[src/rtl/timer_pkg.sv]
// timer_pkg: state encoding and mode constants shared by the timer_ctrl slice
package timer_pkg;
  typedef logic [1:0] state_t;
  localparam state_t IDLE = 2'd0;
  localparam state_t RUN  = 2'd1;
  localparam state_t HOLD = 2'd2;
  localparam state_t DONE = 2'd3;
  localparam logic MODE_ONESHOT  = 1'b0;
  localparam logic MODE_PERIODIC = 1'b1;
endpackage

[src/rtl/timer_ctrl_if.sv]
// timer_ctrl_if: command/config/status bundle; master drives start/stop/hold/mode/limit/prescale, slave returns count/busy/done
interface timer_ctrl_if #(parameter int N = 8, parameter int P = 8);
  logic         start, stop, hold, mode;
  logic [N-1:0] limit, count;
  logic [P-1:0] prescale;
  logic         busy, done;
  modport master(output start, stop, hold, mode, limit, prescale, input count, busy, done);
  modport slave(input start, stop, hold, mode, limit, prescale, output count, busy, done);
endinterface

[src/rtl/timer_core_cnt.sv]
// timer_core_cnt: N-bit up-counter; ports clk, rst (async active-low), clr_i (sync clear, wins), en_i (increment), count_o
module timer_core_cnt #(parameter int N = 8) (
  input  logic         clk,
  input  logic         rst,
  input  logic         clr_i,
  input  logic         en_i,
  output logic [N-1:0] count_o
);
  logic [N-1:0] count_q;
  always_ff @(posedge clk or negedge rst)
    if (!rst) count_q <= '0;
    else if (clr_i) count_q <= '0;
    else if (en_i) count_q <= count_q + 1'b1;
  assign count_o = count_q;
endmodule

[src/rtl/timer_ctrl.sv]
// timer_ctrl: programmable interval timer; ports clk, rst (async active-low), bus (slave: commands/config in, count/busy/done out)
module timer_ctrl
  import timer_pkg::*;
#(parameter int N = 8, parameter int P = 8) (
  input logic        clk,
  input logic        rst,
  timer_ctrl_if.slave bus
);
  state_t       state_q, state_d;
  logic [P-1:0] presc_cnt_q, presc_cnt_d, presc_q;
  logic [N-1:0] limit_q, count;
  logic         mode_q, done_q, done_d;
  logic         live, active, tick, term, clr, en;
  assign live   = (state_q == RUN) || (state_q == HOLD);
  // HOLD with hold released counts on the same edge it returns to RUN, so a hold costs exactly its length
  assign active = live && !bus.hold;
  assign tick   = active && (presc_cnt_q == presc_q);
  assign term   = count == limit_q;
  always_comb begin
    state_d     = state_q;
    presc_cnt_d = presc_cnt_q;
    done_d      = 1'b0;
    clr         = 1'b0;
    en          = 1'b0;
    if (bus.stop || bus.start) begin
      state_d     = bus.stop ? IDLE : RUN;
      presc_cnt_d = '0;
      clr         = 1'b1;
    end else if (live) begin
      state_d     = bus.hold ? HOLD : RUN;
      presc_cnt_d = active ? (tick ? '0 : presc_cnt_q + 1'b1) : presc_cnt_q;
      done_d      = tick && term;
      en          = tick && !term;
      clr         = tick && term && (mode_q == MODE_PERIODIC);
      state_d     = (tick && term && (mode_q == MODE_ONESHOT)) ? DONE : state_d;
    end
  end
  always_ff @(posedge clk or negedge rst)
    if (!rst) begin
      state_q     <= IDLE;
      presc_cnt_q <= '0;
      done_q      <= 1'b0;
      limit_q     <= '0;
      presc_q     <= '0;
      mode_q      <= MODE_ONESHOT;
    end else begin
      state_q     <= state_d;
      presc_cnt_q <= presc_cnt_d;
      done_q      <= done_d;
      if (bus.start && !bus.stop) begin
        limit_q <= bus.limit;
        presc_q <= bus.prescale;
        mode_q  <= bus.mode;
      end
    end
  timer_core_cnt #(.N(N)) u_cnt (
    .clk    (clk),
    .rst    (rst),
    .clr_i  (clr),
    .en_i   (en),
    .count_o(count)
  );
  assign bus.count = count;
  assign bus.busy  = live;
  assign bus.done  = done_q;
endmodule

[src/flat_wrapper.sv]
// flat-port wrapper written by rule: the top's interface ports become plain ports
module timer_ctrl_flat import timer_pkg::*;
#(parameter int N = 8, parameter int P = 8)
  (clk, rst, bus_start, bus_stop, bus_hold, bus_mode, bus_limit, bus_prescale, bus_count, bus_busy, bus_done);
  timer_ctrl_if #(.N(N), .P(P)) bus_i ();
  input logic clk;
  input logic rst;
  input wire logic [$bits(bus_i.start)-1:0] bus_start;
  input wire logic [$bits(bus_i.stop)-1:0] bus_stop;
  input wire logic [$bits(bus_i.hold)-1:0] bus_hold;
  input wire logic [$bits(bus_i.mode)-1:0] bus_mode;
  input wire logic [$bits(bus_i.limit)-1:0] bus_limit;
  input wire logic [$bits(bus_i.prescale)-1:0] bus_prescale;
  output wire logic [$bits(bus_i.count)-1:0] bus_count;
  output wire logic [$bits(bus_i.busy)-1:0] bus_busy;
  output wire logic [$bits(bus_i.done)-1:0] bus_done;
  assign bus_i.start = bus_start;
  assign bus_i.stop = bus_stop;
  assign bus_i.hold = bus_hold;
  assign bus_i.mode = bus_mode;
  assign bus_i.limit = bus_limit;
  assign bus_i.prescale = bus_prescale;
  assign bus_count = bus_i.count;
  assign bus_busy = bus_i.busy;
  assign bus_done = bus_i.done;
  timer_ctrl #(.N(N), .P(P)) u_core (.clk(clk), .rst(rst), .bus(bus_i));
endmodule
[config.mk]
export PLATFORM = sky130hd
export DESIGN_NAME = timer_ctrl_flat
export DESIGN_NICKNAME = d
export VERILOG_FILES = /design/src/rtl/timer_pkg.sv /design/src/rtl/timer_ctrl_if.sv /design/src/rtl/timer_core_cnt.sv /design/src/rtl/timer_ctrl.sv /design/src/flat_wrapper.sv
export SDC_FILE = /design/constraint.sdc
export NUM_CORES = 1
export LEC_CHECK = 0
export BUFFER_PORTS_ARGS = -buffer_cell sky130_fd_sc_hd__buf_2
export CAP_MARGIN = 20
export CORE_AREA = 10 10 79 61
export CTS_BUF_LIST = sky130_fd_sc_hd__clkbuf_4
export DETAILED_ROUTE_END_ITERATION = 10
export DIE_AREA = 0 0 89 71
export PLACE_DENSITY = 0.79
export SYNTH_ARGS = -nofsm -noshare
export SYNTH_HDL_FRONTEND = slang
export SYNTH_SLANG_ARGS = --single-unit
[constraint.sdc]
create_clock -name clk -period 2 [get_ports clk]
set_input_delay 0.3 -clock clk [delete_from_list [all_inputs] [get_ports clk]]
set_output_delay 0.3 -clock clk [all_outputs]
set_load 0.02 [all_outputs]
* Word level (Yosys, flattened, before mapping)
Cells that the tools add are included.
** Storage, ports and cells
- Bits of input ports :: 22
- Register bits :: 36
** Cells by class
- $add $sub $neg :: 2
- Reduce and logical (&&, ||, !) cells :: 16
- Bitwise gates (word level) :: 1
- Equality and inequality tests :: 4
- Multiplexer cells :: 17
** Operators with widths (number)
- 8-bit 2-to-1 mux :: 6
- 8-bit by 1-bit adder with 8-bit output, second input constant :: 2
- 8-bit equality test :: 2
- 2-bit 2-to-1 mux :: 4
- 1-bit logical AND :: 7
- 1-bit 2-to-1 mux :: 7
- 2-bit nonzero test :: 3
- 1-bit logical NOT :: 3
- 2-bit by 1-bit equality test with 1-bit output, second input constant :: 1
- 2-bit equality test, second input constant :: 1
- 1-bit logical OR :: 2
- 2-bit AND reduction :: 1
- 1-bit inverter :: 1

* Longest topological paths before layout
- Depth in word-level cells :: 9
- Mapped depth :: 6
- Gate-level depth less buffers :: 6

* Cells and area by module
From an unflattened synthesis, not the netlist that was laid out.
** Unflattened totals
- Cells, all modules :: 166
- Area, all modules :: 1841.8 sq um
** By module, submodules not included
- timer_ctrl :: area an instance 1445.1 sq um, seq. area each 700.7 sq um, instances 1, cells an instance 129
- timer_core_cnt :: area an instance 396.6 sq um, seq. area each 200.2 sq um, instances 1, cells an instance 37

* Worst setup path before layout
OpenSTA, ideal clock, no wires.
- Path kind :: reg2reg
- Start :: register u_core.presc_cnt_q[4]
- End :: register u_core.u_cnt.count_q[3] (netlist: u_core.u_cnt.count_o[3])
- Setup slack :: 0.194 ns
- Clock period less this slack :: 1.806 ns
- Cell stages (with the launch flop) :: 6
- Arrival time :: 1.728 ns
- Setup time :: 0.078 ns
- Buffers on the path :: 0
- Cells stage by stage :: dfrtp_1 xor2_1 nor4_1 o2111ai_1 or3_1 a21oi_1
** On the way
- Longest elaborated chain between the ends :: 7
- Elaborated cells on any way between the ends :: 11
** Ends and longest elaborated chain
- from (decl) :: line timer_ctrl.sv:10 : logic [P-1:0] presc_cnt_q, presc_cnt_d, presc_q;
- from (signal assigned) :: line timer_ctrl.sv:48 : presc_cnt_q <= presc_cnt_d;
- 8-bit equality test (*) :: line timer_ctrl.sv:17 : assign tick = active && (presc_cnt_q == presc_q);
- 1-bit logical AND (*) :: line timer_ctrl.sv:17
- 1-bit logical AND (2 in a row) :: line timer_ctrl.sv:34 : clr = tick && term && (mode_q == MODE_PERIODIC);
- 1-bit 2-to-1 mux :: line timer_ctrl.sv:29 : end else if (live) begin
- 1-bit 2-to-1 mux :: line timer_ctrl.sv:25 : if (bus.stop || bus.start) begin
- 8-bit 2-to-1 mux or 2-bit nonzero test (tied branches)
- to (signal assigned) :: line timer_core_cnt.sv:13 : else if (en_i) count_q <= count_q + 1'b1;
- to (decl) :: line timer_core_cnt.sv:9 : logic [N-1:0] count_q;
Mark *: on every way between the ends. The rest lies on a longest branch, timed or not.
A chain may end at the register's enable or synchronous reset.

* Worst setup path after layout
- Start :: register u_core.presc_cnt_q[4]
- End :: register u_core.u_cnt.count_q[4] (netlist: u_core.u_cnt.count_o[4])
The elaborated chain is that of the path after synthesis.

==> results by group <==
Synth
  • Sequential share of the synthesized area: 0.493
  • Total of warnings raised by yosys: 0
  • Cells after synthesis: 170
  • Netlist cell types: 31
  • Syn Area/Cell: ~11 um2
  • Register bit count reported by yosys: 36
  • Post-Syn Area: 1830 um2
  • Syn Nets: ~190

Power and ir drop
  • Clock share of power: 0.280
  • Gate power share: 0.155
  • Total power: 1470 uW
  • Psw: 430 uW
  • Max VDD drop: 0.501 mV
  • PD cells: 646 nW/um2
  • Seq pwr share: 0.565
  • Net Sw Frac: 0.293
  • P_leak: 0.000989 uW
  • Pint: around 1000 uW

STA
  • Fin worst setup slack: 0.0444 ns
  • Slew HR: 0.477
  • Slew Viols, Final: 0
  • Hold Vio Cnt, Final: 0
  • Period Utilization, post-route: 0.978
  • Final setup fails: 0
  • Max Fclk: 0.511 GHz
  • Worst Tran Pin Value: 0.785 ns
  • RSZ-0062 raised after global routing: true
  • Final min period: just under 2 ns
  • Final hold slack: 0.00286 ns
  • Clock Skew: 0.0114 ns

Placed design
  • Post-DP HPWL: around 3.5 mm
  • Dpl cells: 250
  • Post-place setup slack: ~0.019 ns
  • Port Buf Inserts: 31
  • Placer Congestion: 0.878

Floorplanning
  • Top Ports: 32
  • Rows: 18
  • Die W: 89 um
  • Core area: 3360 um2
  • DIE HEIGHT: 71 um
  • DIE AREA: roughly 6300 um2
  • Starting density of the core: 0.544

Detailed routing
  • Post-route ant nets: 0
  • Routed len/inst: 18.3 um
  • Drt total wl: 4.79 mm
  • Vias: 1547
  • Via density per instance: 5.93
  • DR pass1 iterations: 4
  • DRC Markers: 0
  • First DRT Iteration DRCs: 166

Clocking
  • CTS tree: done
  • H-tree levels: 2
  • Clock Tree Buf Depth: 2
  • Post-CTS Hold Buffers: 0
  • CTS sink cnt: 36
  • Worst-Skew Late Latency: 0.36 ns
  • Root Driver: clkbuf_4
  • Reg clk slew, reported paths: 0.12 ns
  • TritonCTS Buffers: 5

Finish
  • Final non-filler cell total: about 260
  • Antenna Cells: 0
  • Fraction of layout cells with a size suffix above 1: 0.403
  • Area grow syn2layout: 24.6%
  • Layout Nets: between 200 and 250
  • Commonest cells after routing, fill and taps aside: dfrtp_1, buf_2, mux2_2
  • Commonest non-fill, non-tap cell in the layout: dfrtp_1

Critical path
  • CP peak stage delay: 0.46 ns
  • Worst setup EP type: flop
  • Startpoint types: flop
  • CP max FO: 8
  • CP cell instances: xor2_2, nor4_2, nand4_1, buf_6, or4_1, a21oi_1
  • Crit Path Class: reg -> reg
  • Slowest CP cell: or4_1
  • Worst EP required: 2.30 ns
  • Worst EP arrival: 2.25 ns

Global routing
  • Grt ovf: 0
  • Initial antenna violation count: 0
  • Vias in the first global route: 1613
  • Pin count of the biggest net entering global routing: 37
  • Global Route Usage Sum: 0.159
  • First-pass GRT wire length: just under 8 mm

Hold path
  • Hold Crit Class: in -> async

Flow run
  • # Max-Cap Violations: 0

Outcome
  • Outcome: finished clean
-- synth_stat cells --
master | count | area [um2]
dfrtp_1 | 36 | 901
mux2_2 | 17 | 191
nor2_1 | 14 | 52.6
nand3_1 | 12 | 60.1
xnor2_1 | 12 | 105
a21oi_1 | 11 | 55.1
xor2_1 | 10 | 87.6
nand2_1 | 9 | 33.8
or4_1 | 5 | 37.5
nand4_1 | 4 | 25.0
o31ai_1 | 4 | 30.0
a211oi_1 | 3 | 22.5
and3_1 | 3 | 18.8
inv_1 | 3 | 11.3
nor2b_1 | 3 | 18.8
nor4_1 | 3 | 18.8
or3_1 | 3 | 18.8
clkbuf_1 | 2 | 7.51
ha_1 | 2 | 25.0
o2111ai_1 | 2 | 17.5
o21ai_0 | 2 | 10.0
a31oi_1 | 1 | 6.26
a41o_1 | 1 | 10.0
and4_1 | 1 | 8.76
buf_1 | 1 | 3.75
buf_2 | 1 | 5.00
maj3_1 | 1 | 10.0
nor4_2 | 1 | 12.5
o211ai_1 | 1 | 7.51
or2_2 | 1 | 6.26
or3b_1 | 1 | 8.76
-- per-stage QoR --
stage	instance area, um2	utilization	TNS [ns]
global placement	2110	0.630	0
CTS	2190	0.652	0
finish	2280	0.678	0
detailed placement	2110	0.630	0
floorplan	1830	-	0
global route	2280	0.678	-0.0549
-- layout make-up --
class / count / area (um2)
Clock buffer: 6 / 45.0
Clock inverter: 2 / 11.3
Fill cell: 263 / 1080
Inverter: 3 / 11.3
Multi-Input combinational cell: 127 / 972
Sequential cell: 36 / 903
Tap cell: 40 / 50.0
Timing Repair Buffer: 47 / 283
-- flip-flops by register name, indices dropped and copies added, names as in the netlist --
register              cells
u_core.bus.done           1
u_core.limit_q            8
u_core.state_q            2
u_core.mode_q             1
u_core.u_cnt.count_o      8
u_core.presc_q            8
u_core.presc_cnt_q        8
-- timing repair --
action / CTS / global route
buffers inserted: 1 / 2
endpoints found under the setup margin: 3 / 8
resized for setup: 2 / 17
pin swaps: 1 / 13
-- metal layers --
metal / part of all wire / track usage
met4: 0.017 / 0.0511
met1: 0.46 / 0.207
met3: 0.072 / 0.0469
met5: 0 / 0
met2: 0.46 / 0.247
-- worst max-delay path: cells and delay by family, from the launching register on --
kind | cells | cell delay (ns)
AND/OR/NAND/NOR | 3 | 0.94
flip-flops | 1 | 0.45
XOR/XNOR | 1 | 0.20
buffers and inverters | 1 | 0.17
AO/OA/AOI/OAI | 1 | 0.14
-- power by group through the flow --
stage	Clock (uW)	Sequential (uW)	Combinational, uW
floorplan	0	826	134
global placement	0	838	196
detailed placement	0	843	206
CTS	401	828	214
global route	433	837	249
finish	412	830	227
-- final timing paths --
path	from	depth (start not counted)	to	slack [ns]
worst min register to register	u_core.limit_q[6]	1	u_core.limit_q[6]	0.55
max in group asynchronous	rst	1	u_core.presc_cnt_q[4]	1.44
worst max register to register	u_core.presc_cnt_q[4]	6	u_core.u_cnt.count_o[4]	0.04
worst min-delay path	rst	1	u_core.limit_q[7]	0.003
worst max-delay path	u_core.presc_cnt_q[4]	6	u_core.u_cnt.count_o[4]	0.04
min in group clk	bus_stop	2	u_core.state_q[0]	0.13
-- kinds of logic (layout without fill, tap and decap cells) --
kind of cell             count (synthesis)  after routing  synth area share
AO/OA/AOI/OAI                           25             25            0.0870
XOR/XNOR                                22             22             0.105
adder cells (fa/ha/maj)                  3              3            0.0192
buffers and inverters                    7             58            0.0151
flip-flops                              36             36             0.493
multiplexers                            17             17             0.105
AND/OR/NAND/NOR                         60             60             0.175
No activity file was read; power rests on OpenSTA's default activity.
